**src/rtl/uart_tx_fifo.sv**
```systemverilog
// uart_tx_fifo: buffered 8N1 UART transmitter.
// Bytes from the core enter a DEPTH-entry FIFO through a valid/ready port.
// A bit-timing FSM pops them and shifts them out LSB-first on ser_tx.
module uart_tx_fifo #(
    parameter int CLK_HZ = 50000000,
    parameter int BAUD   = 115200,
    parameter int DEPTH  = 8
) (
    input  logic                     clk,
    input  logic                     resetn,
    input  logic                     wr_valid,
    input  logic [7:0]               wr_data,
    output logic                     wr_ready,
    output logic [$clog2(DEPTH):0]   fifo_count,
    output logic                     busy,
    output logic                     ser_tx
);

    localparam int DIV = (CLK_HZ + BAUD / 2) / BAUD;
    localparam int AW  = $clog2(DEPTH);
    localparam int BW  = (DIV > 1) ? $clog2(DIV) : 1;

    localparam logic [BW-1:0] BAUD_LAST = BW'(DIV - 1);
    localparam logic [AW:0]   CNT_FULL  = (AW + 1)'(DEPTH);

    localparam logic [1:0] S_IDLE  = 2'd0;
    localparam logic [1:0] S_START = 2'd1;
    localparam logic [1:0] S_DATA  = 2'd2;
    localparam logic [1:0] S_STOP  = 2'd3;

    logic [7:0]    r_mem [DEPTH];
    logic [AW-1:0] r_wptr;
    logic [AW-1:0] r_rptr;
    logic [AW:0]   r_count;

    logic [1:0]    r_state;
    logic [BW-1:0] r_baud;
    logic [2:0]    r_bit_idx;
    logic [7:0]    r_shift;
    logic          r_tx;

    logic          w_push;
    logic          w_pop;
    logic          w_baud_tc;
    logic          w_nonempty;

    // Ready comes from the registered count only, so a same-cycle pop never
    // frees a slot for a write while full.
    assign w_nonempty = (r_count != '0);
    assign wr_ready   = (r_count != CNT_FULL);
    assign w_push     = wr_valid && wr_ready;
    assign w_baud_tc  = (r_baud == BAUD_LAST);
    // Pop only when a new frame starts: out of IDLE, or straight from STOP.
    assign w_pop      = w_nonempty &&
                        ((r_state == S_IDLE) || ((r_state == S_STOP) && w_baud_tc));

    assign fifo_count = r_count;
    assign busy       = (r_state != S_IDLE) || w_nonempty;
    assign ser_tx     = r_tx;

    // FIFO storage: written at the tail on an accepted byte, no reset needed.
    always_ff @(posedge clk) begin
        if (w_push) r_mem[r_wptr] <= wr_data;
    end

    // FIFO pointers and occupancy; pointers wrap naturally at DEPTH.
    always_ff @(posedge clk or negedge resetn) begin
        if (!resetn) begin
            r_wptr  <= '0;
            r_rptr  <= '0;
            r_count <= '0;
        end else begin
            if (w_push) r_wptr <= r_wptr + 1'b1;
            if (w_pop)  r_rptr <= r_rptr + 1'b1;
            case ({w_push, w_pop})
                2'b10:   r_count <= r_count + 1'b1;
                2'b01:   r_count <= r_count - 1'b1;
                default: r_count <= r_count;
            endcase
        end
    end

    // Bit-timing FSM: start bit, 8 data bits LSB-first, stop bit, DIV clocks each.
    always_ff @(posedge clk or negedge resetn) begin
        if (!resetn) begin
            r_state   <= S_IDLE;
            r_baud    <= '0;
            r_bit_idx <= '0;
            r_shift   <= '0;
            r_tx      <= 1'b1;
        end else begin
            case (r_state)
                S_IDLE: begin
                    r_tx   <= 1'b1;
                    r_baud <= '0;
                    if (w_pop) begin
                        r_shift <= r_mem[r_rptr];
                        r_state <= S_START;
                        r_tx    <= 1'b0;
                    end
                end
                S_START: begin
                    if (w_baud_tc) begin
                        r_baud    <= '0;
                        r_bit_idx <= '0;
                        r_tx      <= r_shift[0];
                        r_state   <= S_DATA;
                    end else begin
                        r_baud <= r_baud + 1'b1;
                    end
                end
                S_DATA: begin
                    if (w_baud_tc) begin
                        r_baud    <= '0;
                        r_shift   <= {1'b0, r_shift[7:1]};
                        r_bit_idx <= r_bit_idx + 1'b1;
                        if (r_bit_idx == 3'd7) begin
                            r_state <= S_STOP;
                            r_tx    <= 1'b1;
                        end else begin
                            r_tx <= r_shift[1];
                        end
                    end else begin
                        r_baud <= r_baud + 1'b1;
                    end
                end
                S_STOP: begin
                    if (w_baud_tc) begin
                        r_baud <= '0;
                        if (w_pop) begin
                            // Back-to-back: next start bit follows the stop bit directly.
                            r_shift <= r_mem[r_rptr];
                            r_state <= S_START;
                            r_tx    <= 1'b0;
                        end else begin
                            r_state <= S_IDLE;
                        end
                    end else begin
                        r_baud <= r_baud + 1'b1;
                    end
                end
                default: begin
                    r_state <= S_IDLE;
                    r_tx    <= 1'b1;
                end
            endcase
        end
    end

endmodule
```
**config.mk**
```make
export PLATFORM = sky130hd
export DESIGN_NAME = uart_tx_fifo
export DESIGN_NICKNAME = d
export VERILOG_FILES = /design/src/rtl/uart_tx_fifo.sv
export SDC_FILE = /design/constraint.sdc
export NUM_CORES = 1
export LEC_CHECK = 0
export ABC_AREA = 1
export BUFFER_PORTS_ARGS = -buffer_cell sky130_fd_sc_hd__buf_2
export CORE_MARGIN = 1
export CORE_UTILIZATION = 30
export CTS_CLUSTER_SIZE = 30
export DETAILED_ROUTE_END_ITERATION = 7
export PLACE_DENSITY = 0.52
export SYNTH_ARGS = -nofsm -noshare
export SYNTH_HDL_FRONTEND = slang
export SYNTH_SLANG_ARGS = --single-unit
```
**constraint.sdc**
```tcl
create_clock -name clk -period 4.05 [get_ports clk]
set_input_delay 0.2025 -clock clk [delete_from_list [all_inputs] [get_ports clk]]
set_output_delay 0.2025 -clock clk [all_outputs]
set_load 0.005 [all_outputs]
```
* After elaboration in Yosys (flattened, before gate mapping) *
Memories as Yosys holds them, arrays and structs flattened.
Cells that the tools add are included.

cells by class
  eq/ne operators = 14
  $add $sub $neg = 6
  multiplexer cells = 26
  reduce and logical (&&, ||, !) cells = 16

operators by type and width
  operator                                                               number
  8-bit two-way mux                                                      3
  8-bit one-hot mux with 3 select lines                                  1
  9-bit one-hot mux with 2 select lines                                  1
  2-bit != test, second input constant                                   6
  2-bit two-way mux                                                      5
  3-bit by 1-bit adder with 3-bit output, second input constant          3
  9-bit by 1-bit adder with 9-bit output, second input constant          1
  9-bit equality test, second input constant                             1
  1-bit two-way mux                                                      9
  9-bit two-way mux                                                      1
  2-bit one-hot mux with 4 select lines                                  1
  4-bit one-hot mux with 2 select lines                                  1
  2-bit equality test, second input constant                             3
  3-bit two-way mux                                                      2
  3-bit one-hot mux with 2 select lines                                  1
  3-bit AND reduction                                                    2
  2-bit nonzero test                                                     3
  5-bit AND reduction                                                    1
  4-bit by 1-bit adder with 4-bit output, second input constant          1
  2-bit by 1-bit equality test with 1-bit output, second input constant  2
  4-bit != test, second input constant                                   1
  1-bit one-hot mux with 4 select lines                                  1
  4-bit AND reduction                                                    1
  4-bit nonzero test                                                     1
  other kinds (7)                                                        10

storage, ports and cells
  memories kept = 1
  RAM bits = 64
  register bits = 33
  output and inout bits = 7
  word-level logic and storage cells = 71
  input port bits = 11

memories
  name   words  width  rd ports  clocked after memory_dff  wr ports  RTL line  text
  r_mem  8      8      1         0                         1         31        logic [7:0] r_mem [DEPTH];

* Depth between registers and ports, before layout *
Gate-level depths: netlist (run 1).

  depth in word-level cells = 7
  depth in mapped cells = 15
  mapped depth without buffers = 15

* Worst setup path after synthesis (run 1) *
Ideal clock, no wire load.

  path kind = reg-to-reg
  from = reg r_baud[1]
  to = reg r_count[2] (netlist: fifo_count[2])
  setup time = 0.083 ns
  data required time = 3.967 ns
  path buffers = 0
  cell stages (with the launch flop) = 15
  setup slack = 1.892 ns
  clock period less this slack = 2.158 ns
  arrival time = 2.075 ns
  cell sequence = dfrtp_1 inv_1 ha_1 nand2_1 nor2_2 nand2_4 nand2_8 nand2_8 inv_1 ha_1 xor2_1 ha_1 a21oi_1 xor2_1 o21ai_0

between the ends
  longest elaborated chain between the ends = 6
  elaborated cells on any way between the ends = 8
  classes of those cells = eq/ne: 3; mux: 1; reduce/logical: 4

RTL lines
  item                                                                                          RTL line  text
  start: declaration                                                                            37        logic [BW-1:0] r_baud;
  start signal: assignment                                                                      109       r_baud <= r_baud + 1'b1;
  start signal: assignment                                                                      124       r_baud <= r_baud + 1'b1;
  start signal: assignment                                                                      139       r_baud <= r_baud + 1'b1;
  9-bit equality test (*)                                                                       52        assign w_baud_tc = (r_baud == BAUD_LAST);
  1-bit logical AND (*)                                                                         55        ((r_state == S_IDLE) || ((r_state == S_STOP) && w_baud_tc));
  1-bit logical OR (*)                                                                          55
  1-bit logical AND (*)                                                                         54        assign w_pop = w_nonempty &&
  via w_pop                                                                                     43        logic w_pop;
  2-bit by 1-bit equality test with 1-bit output / 2-bit equality test (equally long branches)  75        case ({w_push, w_pop})
  4-bit one-hot mux with 2 select lines / 2-bit nonzero test (equally long branches)            -
  end signal: assignment                                                                        76        2'b10: r_count <= r_count + 1'b1;
  end signal: assignment                                                                        77        2'b01: r_count <= r_count - 1'b1;
  end signal: assignment                                                                        78        default: r_count <= r_count;
  end: declaration                                                                              34        logic [AW:0] r_count;

Mark *: on every way through the listed nets, which the timed path passes. The rest lies on a longest branch.
A chain may end at the register's enable or synchronous reset.

* Final worst setup path (run 1) *
  from = reg r_state[0]
  to = reg r_count[2] (netlist: fifo_count[2])

between the ends
  longest elaborated chain between the ends = 6
  elaborated cells on any way between the ends = 9
  classes of those cells = eq/ne: 3; mux: 1; reduce/logical: 5

RTL lines
  item                                                                                          RTL line  text
  start: declaration                                                                            36        logic [1:0] r_state;
  start signal: assignment                                                                      86        r_state <= S_IDLE;
  start signal: assignment                                                                      98        r_state <= S_START;
  start signal: assignment                                                                      107       r_state <= S_DATA;
  2-bit equality test                                                                           55
  1-bit logical AND                                                                             55
  1-bit logical OR (*)                                                                          55
  1-bit logical AND (*)                                                                         54
  via w_pop                                                                                     43
  2-bit by 1-bit equality test with 1-bit output / 2-bit equality test (equally long branches)  75
  4-bit one-hot mux with 2 select lines / 2-bit nonzero test (equally long branches)            -

Marks and branches as above.

==> results by stage, run 1 <==
Die:
- The starting density of the core is 0.307.
- The die is 124 um wide.
- The die footprint is 15300 um^2.
- The vertical extent of the die is 124 um.
- The number of placement rows is 44.
- The area of the core region is approximately 14000 um^2.
- During I/O placement, the number of pins put on the boundary was 18.

Timing:
- The post-route fraction of the period consumed by the critical path is 0.597.
- The minimum period implied by the final worst setup slack is between 2000 and 2500 ps.
- Setup repair after global routing left no endpoint under its margin.
- The number of failing setup endpoints in the final timing report is 0.
- Between clock sinks in the finished design, the worst skew comes to between 9 and 10 ps.
- Adding up every negative setup slack in the final design gives 0 ps.
- Static timing analysis puts the maximum clock frequency at about 410 MHz.
- The number of hold-slack violations in the final timing report is 0.
- The worst path meets setup with roughly 1600 ps of slack.
- For the pin with the worst max-slew slack, the measured transition is roughly 1000 ps.
- The number of max-slew violations in the final report was 0.
- The worst relative slew slack is 0.306.

Placed design:
- The routability congestion estimate from global placement is around 0.80.
- During placement, the flow inserted port buffers numbering 17.
- Timing analysis after detailed placement gives a worst setup slack of around 1600 ps.
- After legalization and detailed placement, the total HPWL measured 6.01 mm.

Logic synthesis:
- The post-synth net total is 470.
- The count of yosys warnings during synthesis is 0.
- The count of cell types in the netlist is 25.
- The register area share after synthesis is 0.619.
- The cell count after synthesis came out at 445.
- The total standard cell area after synthesis is between 4000 and 5000 um^2.
- The flop and latch count out of synthesis is 97.
- After synthesis, the mean cell area works out to ~10 um^2.

Global routing:
- The via count of the first global-routing pass is a little under 3k.
- For met1 alone, demand over resource in global routing was 0.167.
- Across every metal layer, demand over resource in global routing totals 0.136.
- For this run the aggregate overflow at the end of global routing stands at 0.
- The global routing usage on met2 is 0.230.
- The maximum number of pins on one net before global-route repair is 35.
- The met3 track utilization from global routing is 0.0417.
- The layer flagged by global routing as most heavily used is met2.
- The initial antenna violation count came to 0.
- The first-pass GRT wire length is between 15 and 20 mm.

Detailed routing:
- The number of DRC violations after detailed routing is 0.
- The iteration count of the initial detailed-routing pass is 4.
- The number of vias per cell is between 4 and 5.
- The detail-routed net length per standard cell is 14.4 um.
- The violation count after the first detailed-routing iteration is between 200 and 250.
- The routed design has roughly 9.4 mm of wire.
- The final antenna-violating net count is 0.
- Detailed routing inserted a total of around 3.0k vias.

Pwr:
- The peak supply drop is between 0.3 and 0.4 mV.
- The total power density per cell area is approximately 720 nW/um^2.
- The static leakage is between 2 and 2.5 nW.

CTS:
- The later-pin clock latency in the skew report is 350 ps.
- The root buffer cell chosen for the clock tree is sky130_fd_sc_hd__clkbuf_16.
- The TritonCTS sink count is 97.
- The number of buffers on the longest clock path is 2.
- The clock tree synthesis step divided the H-tree into 3 levels.
- The number of buffers added by the clock tree synthesis step is 9.
- After clock tree synthesis, the repair step resized 0 gates.
- The clock slew seen by the registers of the worst setup and hold paths is approximately 70 ps.
- TritonCTS built the clock tree.

Setup path:
- The data required time at the worst endpoint is around 4300 ps.
- The critical setup path kind is register to register.
- The largest driver fanout on the critical path is 6.
- At the worst endpoint, the arrival time is between 2000 and 3000 ps.
- The worst setup path is captured at a register.
- STA classifies the critical path startpoint as a register.

Layout:
- The share of layout cells above drive strength 1 is 0.105.
- The final-layout fill cell count is ~1.5k.
- The library cells used most frequently in the layout, excluding fill and tap cells, are 161 x sky130_fd_sc_hd__nand2_1, 64 x sky130_fd_sc_hd__edfxtp_1, 55 x sky130_fd_sc_hd__nand3_1, 32 x sky130_fd_sc_hd__dfrtp_1, 27 x sky130_fd_sc_hd__nor2_1.
- The count of inserted antenna diode cells is 0.
- From synthesis to final layout, the design area changed by 12.6%.
- The number of nets in the final layout is about 490.
- Leaving out fill and tap cells, the most frequent cell in the layout is sky130_fd_sc_hd__nand2_1.

Flow run:
- The max-cap check violation count is 0.

Hold path:
- The worst hold path belongs to the class input port to register.

Status:
- The flow ran to the end, and the final reports show no timing, DRC or antenna violations.
-- cell usage after synthesis --
cell | number | area (um^2)
sky130_fd_sc_hd__a21oi_1 | 6 | 30.0
sky130_fd_sc_hd__a21oi_4 | 2 | 32.5
sky130_fd_sc_hd__buf_2 | 9 | 45.0
sky130_fd_sc_hd__buf_4 | 2 | 15.0
sky130_fd_sc_hd__clkbuf_1 | 2 | 7.51
sky130_fd_sc_hd__dfrtp_1 | 32 | 801
sky130_fd_sc_hd__dfstp_2 | 1 | 26.3
sky130_fd_sc_hd__edfxtp_1 | 64 | 1920
sky130_fd_sc_hd__ha_1 | 14 | 175
sky130_fd_sc_hd__inv_1 | 26 | 97.6
sky130_fd_sc_hd__inv_2 | 2 | 7.51
sky130_fd_sc_hd__nand2_1 | 161 | 604
sky130_fd_sc_hd__nand2_2 | 3 | 18.8
sky130_fd_sc_hd__nand2_4 | 1 | 11.3
sky130_fd_sc_hd__nand2_8 | 2 | 40.0
sky130_fd_sc_hd__nand3_1 | 55 | 275
sky130_fd_sc_hd__nand4_1 | 3 | 18.8
sky130_fd_sc_hd__nor2_1 | 27 | 101
sky130_fd_sc_hd__nor2_2 | 2 | 12.5
sky130_fd_sc_hd__nor2_4 | 1 | 11.3
sky130_fd_sc_hd__nor3_1 | 4 | 20.0
sky130_fd_sc_hd__o21ai_0 | 16 | 80.1
sky130_fd_sc_hd__or2_2 | 1 | 6.26
sky130_fd_sc_hd__xnor2_1 | 2 | 17.5
sky130_fd_sc_hd__xor2_1 | 7 | 61.3
-- critical path, cell delays in order (launching register included) --
cell and delay [ps]:
sky130_fd_sc_hd__dfrtp_1 440, sky130_fd_sc_hd__inv_1 110, sky130_fd_sc_hd__ha_1 250, sky130_fd_sc_hd__nor2_1 100, sky130_fd_sc_hd__a21oi_4 190, sky130_fd_sc_hd__nand2_8 90
sky130_fd_sc_hd__inv_1 110, sky130_fd_sc_hd__ha_1 220, sky130_fd_sc_hd__xor2_1 260, sky130_fd_sc_hd__ha_1 190, sky130_fd_sc_hd__a21oi_1 50, sky130_fd_sc_hd__xor2_1 170
sky130_fd_sc_hd__o21ai_0 150
-- worst paths after layout --
check	from	end	slack, ps	depth (start not counted)
min in group asynchronous	resetn	r_shift[4]$_DFFE_PN0P_	460	2
worst min register to register	ser_tx$_DFFE_PN1P_	ser_tx$_DFFE_PN1P_	460	2
worst max register to register	r_state[0]$_DFFE_PN0P_	fifo_count[2]$_DFFE_PN0P_	1630	12
max in group asynchronous	resetn	fifo_count[3]$_DFFE_PN0P_	3110	2
worst min-delay path	wr_data[6]	r_mem[1][6]$_DFFE_PP_	130	1
worst max-delay path	r_state[0]$_DFFE_PN0P_	fifo_count[2]$_DFFE_PN0P_	1630	12
-- registers in the layout (all words and copies together), names as in the netlist --
signal	flops
r_mem	64
r_baud	9
r_shift	8
fifo_count	4
r_bit_idx	3
r_rptr	3
r_wptr	3
r_state	2
ser_tx	1
-- layout make-up --
type                            count  area [um^2]  share of cell area
Sequential cell                    97         2750               0.550
Multi-Input combinational cell    307         1520               0.304
Tap cell                          184          230              0.0461
Clock buffer                        9          225              0.0451
Timing Repair Buffer               20          110              0.0220
Inverter                           28          105              0.0210
Clock inverter                      7         60.1              0.0120
-- where the power goes --
group	total (W)	internal [W]	switching, W
Combinational	0.00137	0.000436	0.000935
Sequential	0.00142	0.00128	0.000139
Clock	0.000821	0.000428	0.000392
-- stage by stage --
stage               total power, W   util  hold WS (ps)  cells  area, um^2
floorplan                  0.00245      -         -93.1    445        4440
global placement           0.00280  0.325           327    635        4700
detailed placement         0.00283  0.325           328    635        4700
CTS                        0.00366  0.345           115    652        5000
global route               0.00392  0.345           124    652        5000
finish                     0.00361  0.345           128    652        5000
-- layer usage --
layer	share of wire	wire [um]
met1	0.44	4160
met2	0.51	4740
met3	0.043	402
met4	0.0087	82
met5	0	0
-- logic make-up (layout without fill, tap and decap cells) --
group / count (synthesis) / in the layout / share of synthesized area
compound gates: 24 / 24 / 0.0321
simple gates: 260 / 260 / 0.252
buf+inv: 41 / 64 / 0.0389
fa+ha+maj: 14 / 14 / 0.0395
xor+xnor: 9 / 9 / 0.0178
flops: 97 / 97 / 0.619
-- timing repair --
item                                   CTS  global route
endpoints found under the hold margin   32             0
buffers inserted                         0             0
hold buffers                             1             0
(Power assumes the default switching activity.)
==> run 2, diff against run 1 <==
--- a/config.mk
+++ b/config.mk
@@ -5,13 +5,13 @@
 export SDC_FILE = /design/constraint.sdc
 export NUM_CORES = 1
 export LEC_CHECK = 0
-export ABC_AREA = 1
+export ABC_AREA = 0
 export BUFFER_PORTS_ARGS = -buffer_cell sky130_fd_sc_hd__buf_2
 export CORE_MARGIN = 1
 export CORE_UTILIZATION = 30
 export CTS_CLUSTER_SIZE = 30
 export DETAILED_ROUTE_END_ITERATION = 7
-export PLACE_DENSITY = 0.52
+export PLACE_DENSITY = 0.53
 export SYNTH_ARGS = -nofsm -noshare
 export SYNTH_HDL_FRONTEND = slang
 export SYNTH_SLANG_ARGS = --single-unit
==> constraint.sdc (replaced) <==
create_clock -name clk -period 2.1 [get_ports clk]
set_input_delay 0.105 -clock clk [delete_from_list [all_inputs] [get_ports clk]]
set_output_delay 0.105 -clock clk [all_outputs]
set_load 0.005 [all_outputs]
==> run 2 against run 1 <==
Net effect: the run now ends with setup timing left; clock power is 110% higher; critical path depth unchanged; die area fell by 4.6%; area after synthesis shrank 4.7%; register-to-register slack worse by 1700 ps; worst setup slack worse by 1700 ps; combinational power rose by 100%; hold slack got worse by 100 ps; critical path type unchanged; highest routed layer unchanged.
==> results by stage, run 2 <==
Setup path:
- Traced cell by cell, the critical path runs through inv_1 > ha_1 > nand4b_1 > o31a_1 > nor2_4 > ha_4 > xor2_1 > ha_2 > a21oi_2 > xor2_1 > nor2_1 > xor2_1.
- In this design, the critical path's most frequently occurring cell is sky130_fd_sc_hd__xor2_1.
- The slowest stage of the critical path belongs to the cell sky130_fd_sc_hd__dfrtp_1.
- The endpoint kind of the worst setup timing path is a register.
- The cell type group with the largest total delay on the critical path is adder cells.
- The worst setup path is of the register to register kind.
- The kind of start point of the critical path is a register.
- The buffer and inverter count on the worst path came to 1 (-1).
- The data arrival time of the critical path is 2450 ps (-230 ps).
- The largest driver fanout on the critical path was 3 (-3).
- The maximum cell stage delay along the critical path is 380 ps (-60 ps).
- The data required time at the worst endpoint is 2370 ps (-1950 ps).

CTS:
- The TritonCTS sink count is 97 (unchanged).
- The clock slew seen by the registers of the worst setup and hold paths came to 70 ps (about the same).
- The number of buffers on the longest clock path was 2 (unchanged).
- The tree is rooted in a sky130_fd_sc_hd__clkbuf_16.
- The later-pin clock latency in the skew report was 340 ps (about the same).
- The CTS tree is built.
- The number of buffers added by the clock tree synthesis step was 9 (unchanged).
- The number of H-tree levels is 3 (unchanged).

Logic synthesis:
- The share of synthesized registers carrying an async set or reset was 0.340 (unchanged).
- After synthesis, the cell types taking the most area are sky130_fd_sc_hd__edfxtp_1 45%, sky130_fd_sc_hd__dfrtp_1 19%, sky130_fd_sc_hd__mux4_2 8.5%.
- The register area share after synthesis is 0.650 (+0.0306).
- The largest family of logic cells by synthesized area is multiplexers.
- The post-synthesis share of cell area spent on full adders, half adders and majority gates came to 0.0414 (+0.00195).
- The flop and latch count out of synthesis is 97 (unchanged).
- The average size of a mapped cell is 15.6 um^2 (+56%).
- The commonest cells after synthesis are 64 x sky130_fd_sc_hd__edfxtp_1, 32 x sky130_fd_sc_hd__dfrtp_1, 20 x sky130_fd_sc_hd__nor2_1, 16 x sky130_fd_sc_hd__mux4_2, 14 x sky130_fd_sc_hd__ha_1.
- The mux cell area share after synthesis is 0.115 (+0.115).
- The basic-gate share of the synthesized area counting and, or, nand and nor cells is 0.0766 (-0.176).
- The total standard cell area after synthesis came to 4230 um^2 (-4.7%).
- The count of cell types in the netlist is 50 (+100%).
- The post-synth net total was 296 (-37%).
- The share of the synthesized netlist area taken by xor and xnor gates is 0.0331 (+0.0154).
- The biggest area contributor in the post-synthesis netlist is sky130_fd_sc_hd__edfxtp_1.
- The count of yosys warnings during synthesis is 0 (unchanged).
- The most used flip-flop cell after synthesis is sky130_fd_sc_hd__edfxtp_1.
- The most used standard cell by instance count after synthesis is sky130_fd_sc_hd__edfxtp_1.
- The count of flip-flops with a built-in enable after synthesis came to 64 (unchanged).
- The compound-gate portion of the synthesized area came to 0.0657 (+0.0335).
- The number of instances in the synthesized netlist is 271 (-39%).
- The share of the synthesized area in the top cell type is 0.454 (+0.0214).

Layout:
- The flip-flop count of the largest register, all copies and words added is 64 (unchanged).
- In the layout the commonest cells are 64 x sky130_fd_sc_hd__edfxtp_1, 44 x sky130_fd_sc_hd__buf_4, 32 x sky130_fd_sc_hd__dfrtp_1, 19 x sky130_fd_sc_hd__nor2_1, 17 x sky130_fd_sc_hd__buf_2.
- The share of layout cells above drive strength 1 was 0.316 (+0.211).
- Relative to the synthesized area, the layout overhead comes to 23.4%.
- The number of nets in the final layout is 362 (-26%).
- The count of inserted antenna diode cells is 0 (unchanged).
- r_mem holds more flip-flops than any other register.
- The largest registers in the layout are r_mem: 64 flops, r_baud: 9 flops, r_shift: 8 flops.
- The utilization after layout is 0.377 (+0.0323).
- The most frequent standard cell in the layout excluding fill and tap cells is sky130_fd_sc_hd__edfxtp_1.

Timing:
- The transition time of the tightest slew-check pin is 765 ps (-273 ps).
- The sum of negative setup slack is -128 ps (-128 ps).
- The post-route fraction of the period consumed by the critical path is 1.04 (+0.442).
- The minimum period implied by the final worst setup slack is 2180 ps (-235 ps).
- The number of failing setup endpoints in the final timing report is 2 (+2).
- The worst setup margin was -81.5 ps (-1710 ps).
- The smallest hold slack was 27.4 ps (-100 ps).
- Setup repair after global routing could not meet its margin everywhere.
- The worst relative slew slack is 0.490 (+0.184).
- The upper clock frequency limit came to 458 MHz (+11%).
- The number of max-slew violations in the final report came to 0 (unchanged).
- The number of hold-slack violations in the final timing report is 0 (unchanged).
- The worst clock skew on the final layout is 5.12 ps (-4.85 ps).

Die:
- The starting density of the core is 0.306 (-0.000661).
- The area of the core region was 13800 um^2 (-4.5%).
- The number of placement rows is 43 (-2.3%).
- The die boundary width is 121 um (-2.3%).
- The I/O pin total was 18 (unchanged).
- The vertical extent of the die is 121 um (-2.3%).
- The die footprint is 14600 um^2 (-4.6%).

Flow run:
- The max-cap check violation count is 0 (unchanged).

Detailed routing:
- The iteration count of the initial detailed-routing pass is 4 (unchanged).
- The final antenna-violating net count came to 0 (unchanged).
- The number of vias per cell was 4.78 (+4.6%).
- The met1 wire length is 3.91 mm (-5.8%).
- The post-detailed-routing wire length was 8.40 mm (-10%).
- The met3 routed wirelength is 329 um (-18%).
- The number of DRC violations after detailed routing was 0 (unchanged).
- The violation count after the first detailed-routing iteration came to 120 (-40%).
- The topmost layer with routed signal wires is met4.
- The routed length on met2 is 4.08 mm (-14%).
- The detail-routed net length per standard cell is 16.1 um (+12%).
- The vias after detailed routing was 2496 (-16%).

Pwr:
- The static leakage is 1.98 nW (-7.2%).
- The cell-internal power is 0.00493 W (+130%).
- The clock network fraction of total power is 0.237 (+0.010).
- The sequential cell fraction of total power is 0.380 (-0.013).
- The net switching power of the design is 0.00235 W (+60%).
- The proportion of power drawn by combinational gates is 0.383 (+0.003).
- The switching part of the total was 0.323 (-0.0833).
- The total chip power is 0.00727 W (+100%).
- The peak supply drop came to 0.655 mV (+67%).
- The total power density per cell area is 1390 nW/um^2 (+93%).

Placed design:
- The half-perimeter wire length after placement is 5.54 mm (-7.8%).
- The number of I/O port buffers came to 17 (unchanged).
- The routability congestion estimate from global placement was 0.746 (-6.7%).

Global routing:
- The first-pass GRT wire length is 13.9 mm (-8.6%).
- The total global routing overflow is 0 (unchanged).
- The global-route usage over all layers came to 0.128 (-0.00827).
- The maximum number of pins on one net before global-route repair is 34 (-2.9%).
- The via count of the first global-routing pass is 2628 (-9.1%).
- The initial antenna violation count is 0 (unchanged).

Status:
- The run finished, with violations left.
- The checks that failed: setup timing.

Hold path:
- The kind of path behind the tightest hold check is input port to register.
## run 2: cell count changes after synthesis, moves of 5 or more
cell,delta
sky130_fd_sc_hd__buf_2,-5
sky130_fd_sc_hd__inv_1,-17
sky130_fd_sc_hd__mux2i_1,+7
sky130_fd_sc_hd__mux4_2,+16
sky130_fd_sc_hd__nand2_1,-153
sky130_fd_sc_hd__nand3_1,-48
sky130_fd_sc_hd__nor2_1,-7
sky130_fd_sc_hd__o21ai_0,-6
sky130_fd_sc_hd__o221a_1,+6
sky130_fd_sc_hd__xor2_1,+5
## run 2: stage by stage
step | worst slack, ps | instance area, um^2 | cells
floorplan | -293 | 4230 | 271
global placement | -97.9 | 4840 | 502
detailed placement | -179 | 4840 | 502
CTS | -160 | 5170 | 520
global route | -261 | 5220 | 522
finish | -81.5 | 5220 | 522
## run 2: metal layers
layer / track usage / vias to the layer above
met3: 0.0363 / 7
met5: 0 / -
met2: 0.212 / 34
met4: 0.0394 / 0
li1: - / 1182
met1: 0.162 / 1273
## run 2: path summary, 6_finish.rpt
kind	slack, ps	endpoint	start	cells past startpoint
setup / recovery	-80	fifo_count[2]$_DFFE_PN0P_	r_baud[1]$_DFF_PN0_	12
hold / removal	30	r_mem[1][2]$_DFFE_PP_	wr_data[2]	1
setup reg to reg	-80	fifo_count[2]$_DFFE_PN0P_	r_baud[1]$_DFF_PN0_	12
hold reg to reg	510	r_bit_idx[1]$_DFFE_PN0P_	r_bit_idx[1]$_DFFE_PN0P_	1
max in group asynchronous	1240	r_bit_idx[1]$_DFFE_PN0P_	resetn	2
min in group asynchronous	380	r_baud[8]$_DFF_PN0_	resetn	2
## run 2: kinds of logic after synthesis
family,count (synthesis)
XOR/XNOR,16
buffers and inverters,17
adder cells (fa/ha/maj),14
AND/OR/NAND/NOR,62
flip-flops,97
AO/OA/AOI/OAI,37
multiplexers,28
## run 2: final cells by class
| type | instances | area (um^2) |
|---|---|---|
| inverters | 9 | 33.8 |
| clock inverters | 5 | 70.1 |
| fillers | 1289 | 8610 |
| repair buffers | 63 | 445 |
| flip-flops and latches | 97 | 2750 |
| well taps | 180 | 225 |
| clock buffers | 11 | 243 |
| multi-input cells | 157 | 1450 |
## run 2: power by group through the flow
stage | Clock [W] | Sequential (W) | Combinational [W]
final | 0.00172 | 0.00277 | 0.00279
after global routing | 0.00184 | 0.00282 | 0.00307
after CTS | 0.00178 | 0.00277 | 0.00276
after detailed placement | 0 | 0.00281 | 0.00272
after global placement | 0 | 0.00279 | 0.00268
after floorplan | 0 | 0.00276 | 0.00176
## run 2: timing repair
item / CTS / global route
endpoints found under the setup margin: 3 / 9
hold buffers: 1 / 0
gates resized for setup: 1 / 6
pin swaps: 2 / 7
buffers inserted: 1 / 2
endpoints found under the hold margin: 32 / 0
==> run 3, diff against run 2 <==
--- a/config.mk
+++ b/config.mk
@@ -11,7 +11,7 @@
 export CORE_UTILIZATION = 30
 export CTS_CLUSTER_SIZE = 30
 export DETAILED_ROUTE_END_ITERATION = 7
-export PLACE_DENSITY = 0.53
+export PLACE_DENSITY = 0.52
 export SYNTH_ARGS = -nofsm -noshare
 export SYNTH_HDL_FRONTEND = slang
 export SYNTH_SLANG_ARGS = --single-unit
==> constraint.sdc (replaced) <==
create_clock -name clk -period 2.4 [get_ports clk]
set_input_delay 0.12 -clock clk [delete_from_list [all_inputs] [get_ports clk]]
set_output_delay 0.12 -clock clk [all_outputs]
set_load 0.005 [all_outputs]
==> run 3 against run 2 <==
Net effect: the run now ends clean; hold slack improved by 17 ps; via count fell by 3.8%; clock skew rose by 2.4 ps; flip-flop and latch count did not move; highest routed layer unchanged.
==> results by stage, run 3 (same netlist as run 2, synthesis figures left out) <==
Status:
- The run finished with clean final reports.

Die:
- The die boundary width is 121 um (unchanged).
- The number of placement rows came to 43 (unchanged).
- The area of the core region is 13800 um^2 (unchanged).
- The vertical extent of the die came to 121 um (unchanged).
- The die footprint is 14600 um^2 (unchanged).
- The starting density of the core is 0.306 (unchanged).
- The I/O pin total is 18 (unchanged).

Global routing:
- The first-pass GRT wire length came to 13.2 mm (-5.2%).
- The via count of the first global-routing pass was 2430 (-7.5%).
- The global-route usage over all layers is 0.123 (-0.00472).
- The maximum number of pins on one net before global-route repair is 34 (unchanged).
- The initial antenna violation count is 0 (unchanged).
- The total global routing overflow is 0 (unchanged).

CTS:
- The number of buffers on the longest clock path is 2 (unchanged).
- TritonCTS built the clock tree.
- The number of H-tree levels was 3 (unchanged).
- The clock slew seen by the registers of the worst setup and hold paths came to 70 ps (about the same).
- The later-pin clock latency in the skew report is 340 ps (about the same).
- The TritonCTS sink count is 97 (unchanged).
- The number of buffers added by the clock tree synthesis step is 9 (unchanged).
- Clock tree synthesis selected as its root buffer the cell sky130_fd_sc_hd__clkbuf_16.

Setup path:
- The largest driver fanout on the critical path was 5 (+2).
- The kind of start point of the critical path is a register.
- The buffer and inverter count on the worst path is 2 (+1).
- The number of cells on the critical path is 11 (-1).
- The cell type group with the largest total delay on the critical path is compound AO/OA/AOI/OAI gates.
- The worst reg-to-reg setup slack is 100 ps (+180 ps).
- The worst reg-to-reg path cell count was 11 (-1).
- The largest individual stage delay along the critical path comes from the cell sky130_fd_sc_hd__dfrtp_1.
- The data required time at the worst endpoint is 2670 ps (+300 ps).
- The maximum cell stage delay along the critical path is 410 ps (+30 ps).
- The reg-to-reg critical path startpoint is r_baud[1]$_DFF_PN0_.
- The data arrival time of the critical path was 2570 ps (+120 ps).
- The critical path in this run is classified as register to register.
- The worst setup path is captured at a register.
- Traced cell by cell, the critical path runs through inv_1 > ha_1 > nand4b_1 > o31a_1 > nor2_4 > buf_6 > ha_4 > nand2b_1 > a211o_1 > a31oi_1 > xor2_1.
- The worst register-to-register path ends at fifo_count[3]$_DFFE_PN0P_.

Timing:
- The worst relative slew slack came to 0.369 (-0.122).
- The post-route fraction of the period consumed by the critical path is 0.959 (-0.0798).
- The number of max-slew violations in the final report is 0 (unchanged).
- The upper clock frequency limit is 434 MHz (-5.2%).
- The number of hold-slack violations in the final timing report is 0 (unchanged).
- The worst clock skew on the final layout came to 7.52 ps (+2.40 ps).
- The number of failing setup endpoints in the final timing report was 0 (-2).
- The transition time of the tightest slew-check pin came to 944 ps (+179 ps).
- The sum of negative setup slack is 0 ps (+128 ps).
- The minimum period implied by the final worst setup slack is 2300 ps (+120 ps).

Layout:
- The share of layout cells above drive strength 1 is 0.254 (-0.0619).
- The flip-flop count of the largest register, all copies and words added is 64 (unchanged).
- The utilization after layout was 0.361 (-0.0165).
- Relative to the synthesized area, the layout overhead comes to 18.0%.
- In the final layout, the registers with the most flip-flops are r_mem: 64 flops, r_baud: 9 flops, r_shift: 8 flops.
- The number of nets in the final layout came to 339 (-6.4%).
- The count of inserted antenna diode cells came to 0 (unchanged).
- The register with the most flip-flops is r_mem.
- The library cells used most frequently in the layout, excluding fill and tap cells, are 64 x sky130_fd_sc_hd__edfxtp_1, 32 x sky130_fd_sc_hd__dfrtp_1, 21 x sky130_fd_sc_hd__buf_4, 19 x sky130_fd_sc_hd__nor2_1, 17 x sky130_fd_sc_hd__buf_2.
- The library cell used most frequently in the layout, excluding fill and tap cells, is sky130_fd_sc_hd__edfxtp_1.

Pwr:
- The static leakage is 1.83 nW (-7.5%).
- The peak supply drop is 0.647 mV (-1.2%).
- The total power density per cell area came to 1190 nW/um^2 (-15%).

Detailed routing:
- The final antenna-violating net count came to 0 (unchanged).
- The number of vias per cell is 4.81 (+0.59%).
- The vias after detailed routing is 2400 (-3.8%).
- The post-detailed-routing wire length is 8.01 mm (-4.7%).
- The detail-routed net length per standard cell is 16.1 um (-0.28%).
- The iteration count of the initial detailed-routing pass is 4 (unchanged).
- The number of DRC violations after detailed routing is 0 (unchanged).
- The violation count after the first detailed-routing iteration is 176 (+47%).

Placed design:
- The routability congestion estimate from global placement is 0.784 (+5.1%).
- The half-perimeter wire length after placement was 5.22 mm (-5.9%).
- The number of I/O port buffers is 17 (unchanged).

Flow run:
- The max-cap check violation count came to 0 (unchanged).

Hold path:
- The number of cells on the worst hold path was 1 (unchanged).
- The worst-case hold path end point is r_mem[1][2]$_DFFE_PP_.
- The worst hold path begins at wr_data[2].
- In this run the worst hold path is classified as input port to register.
-- run 3: cell count changes in the layout (fill, tap and decap cells not counted), moves of 2 or more --
cell	delta
sky130_fd_sc_hd__clkinv_1	+2
sky130_fd_sc_hd__buf_4	-23
sky130_fd_sc_hd__inv_8	-2
sky130_fd_sc_hd__clkinvlp_4	+2
-- run 3: worst register-to-register path: stages, from the launching register on --
cell,delay [ps]
sky130_fd_sc_hd__dfrtp_1,410
sky130_fd_sc_hd__inv_1,80
sky130_fd_sc_hd__ha_1,140
sky130_fd_sc_hd__nand4b_1,130
sky130_fd_sc_hd__o31a_1,310
sky130_fd_sc_hd__nor2_4,160
sky130_fd_sc_hd__buf_6,130
sky130_fd_sc_hd__ha_4,150
sky130_fd_sc_hd__nand2b_1,60
sky130_fd_sc_hd__a211o_1,290
sky130_fd_sc_hd__a31oi_1,200
sky130_fd_sc_hd__xor2_1,170
-- run 3: timing repair --
item / CTS / global route
setup endpoints to repair: 0 / 2
endpoints found under the hold margin: 32 / 0
hold buffers: 1 / 0
gates resized for setup: 0 / 7
setup buffers: 0 / 2
-- run 3: cell type report --
type | instances | area, um^2
clock buffer | 10 | 229
clock inverter | 6 | 40.0
fill | 1311 | 8840
inverter | 9 | 33.8
multi-input combinational | 157 | 1450
sequential | 97 | 2750
tap | 180 | 225
timing repair buffer | 40 | 264
-- run 3: how the worst max path moves through the flow --
stage                             start                   endpoint  slack [ps]
detailed placement  r_baud[1]$_DFF_PN0_  fifo_count[2]$_DFFE_PN0P_          70
CTS                 r_baud[1]$_DFF_PN0_  fifo_count[3]$_DFFE_PN0P_          40
finish              r_baud[1]$_DFF_PN0_  fifo_count[3]$_DFFE_PN0P_         100
global placement    r_baud[1]$_DFF_PN0_  fifo_count[2]$_DFFE_PN0P_         120
global route        r_baud[1]$_DFF_PN0_  fifo_count[3]$_DFFE_PN0P_          -7
floorplan           r_baud[1]$_DFF_PN0_  fifo_count[2]$_DFFE_PN0P_           7
-- run 3: metal layers --
metal | global-route usage | share of wire | vias to the layer above
li1 | - | - | 1139
met1 | 0.153 | 0.47 | 1232
met2 | 0.204 | 0.49 | 22
met3 | 0.0340 | 0.026 | 7
met4 | 0.0463 | 0.013 | 0
met5 | 0 | 0 | -
-- run 3: where the power goes --
part / leakage, nW / total [W] / internal [W] / switching, W
clock network: 0.125 / 0.00131 / 0.000703 / 0.000607
logic: 0.716 / 0.00217 / 0.00110 / 0.00107
registers: 0.988 / 0.00246 / 0.00218 / 0.000275
-- run 3: through the flow --
stage / area [um^2] / cells / setup WS [ps] / power, W / hold slack, ps
after global placement: 4660 / 480 / 120 / 0.00457 / 236
after global routing: 4990 / 499 / -7.06 / 0.00637 / 34.5
after floorplan: 4230 / 271 / 6.53 / 0.00395 / -176
after CTS: 4940 / 497 / 36.8 / 0.00594 / 28.6
after detailed placement: 4660 / 480 / 69.9 / 0.00461 / 249
final: 4990 / 499 / 98.3 / 0.00594 / 44.6
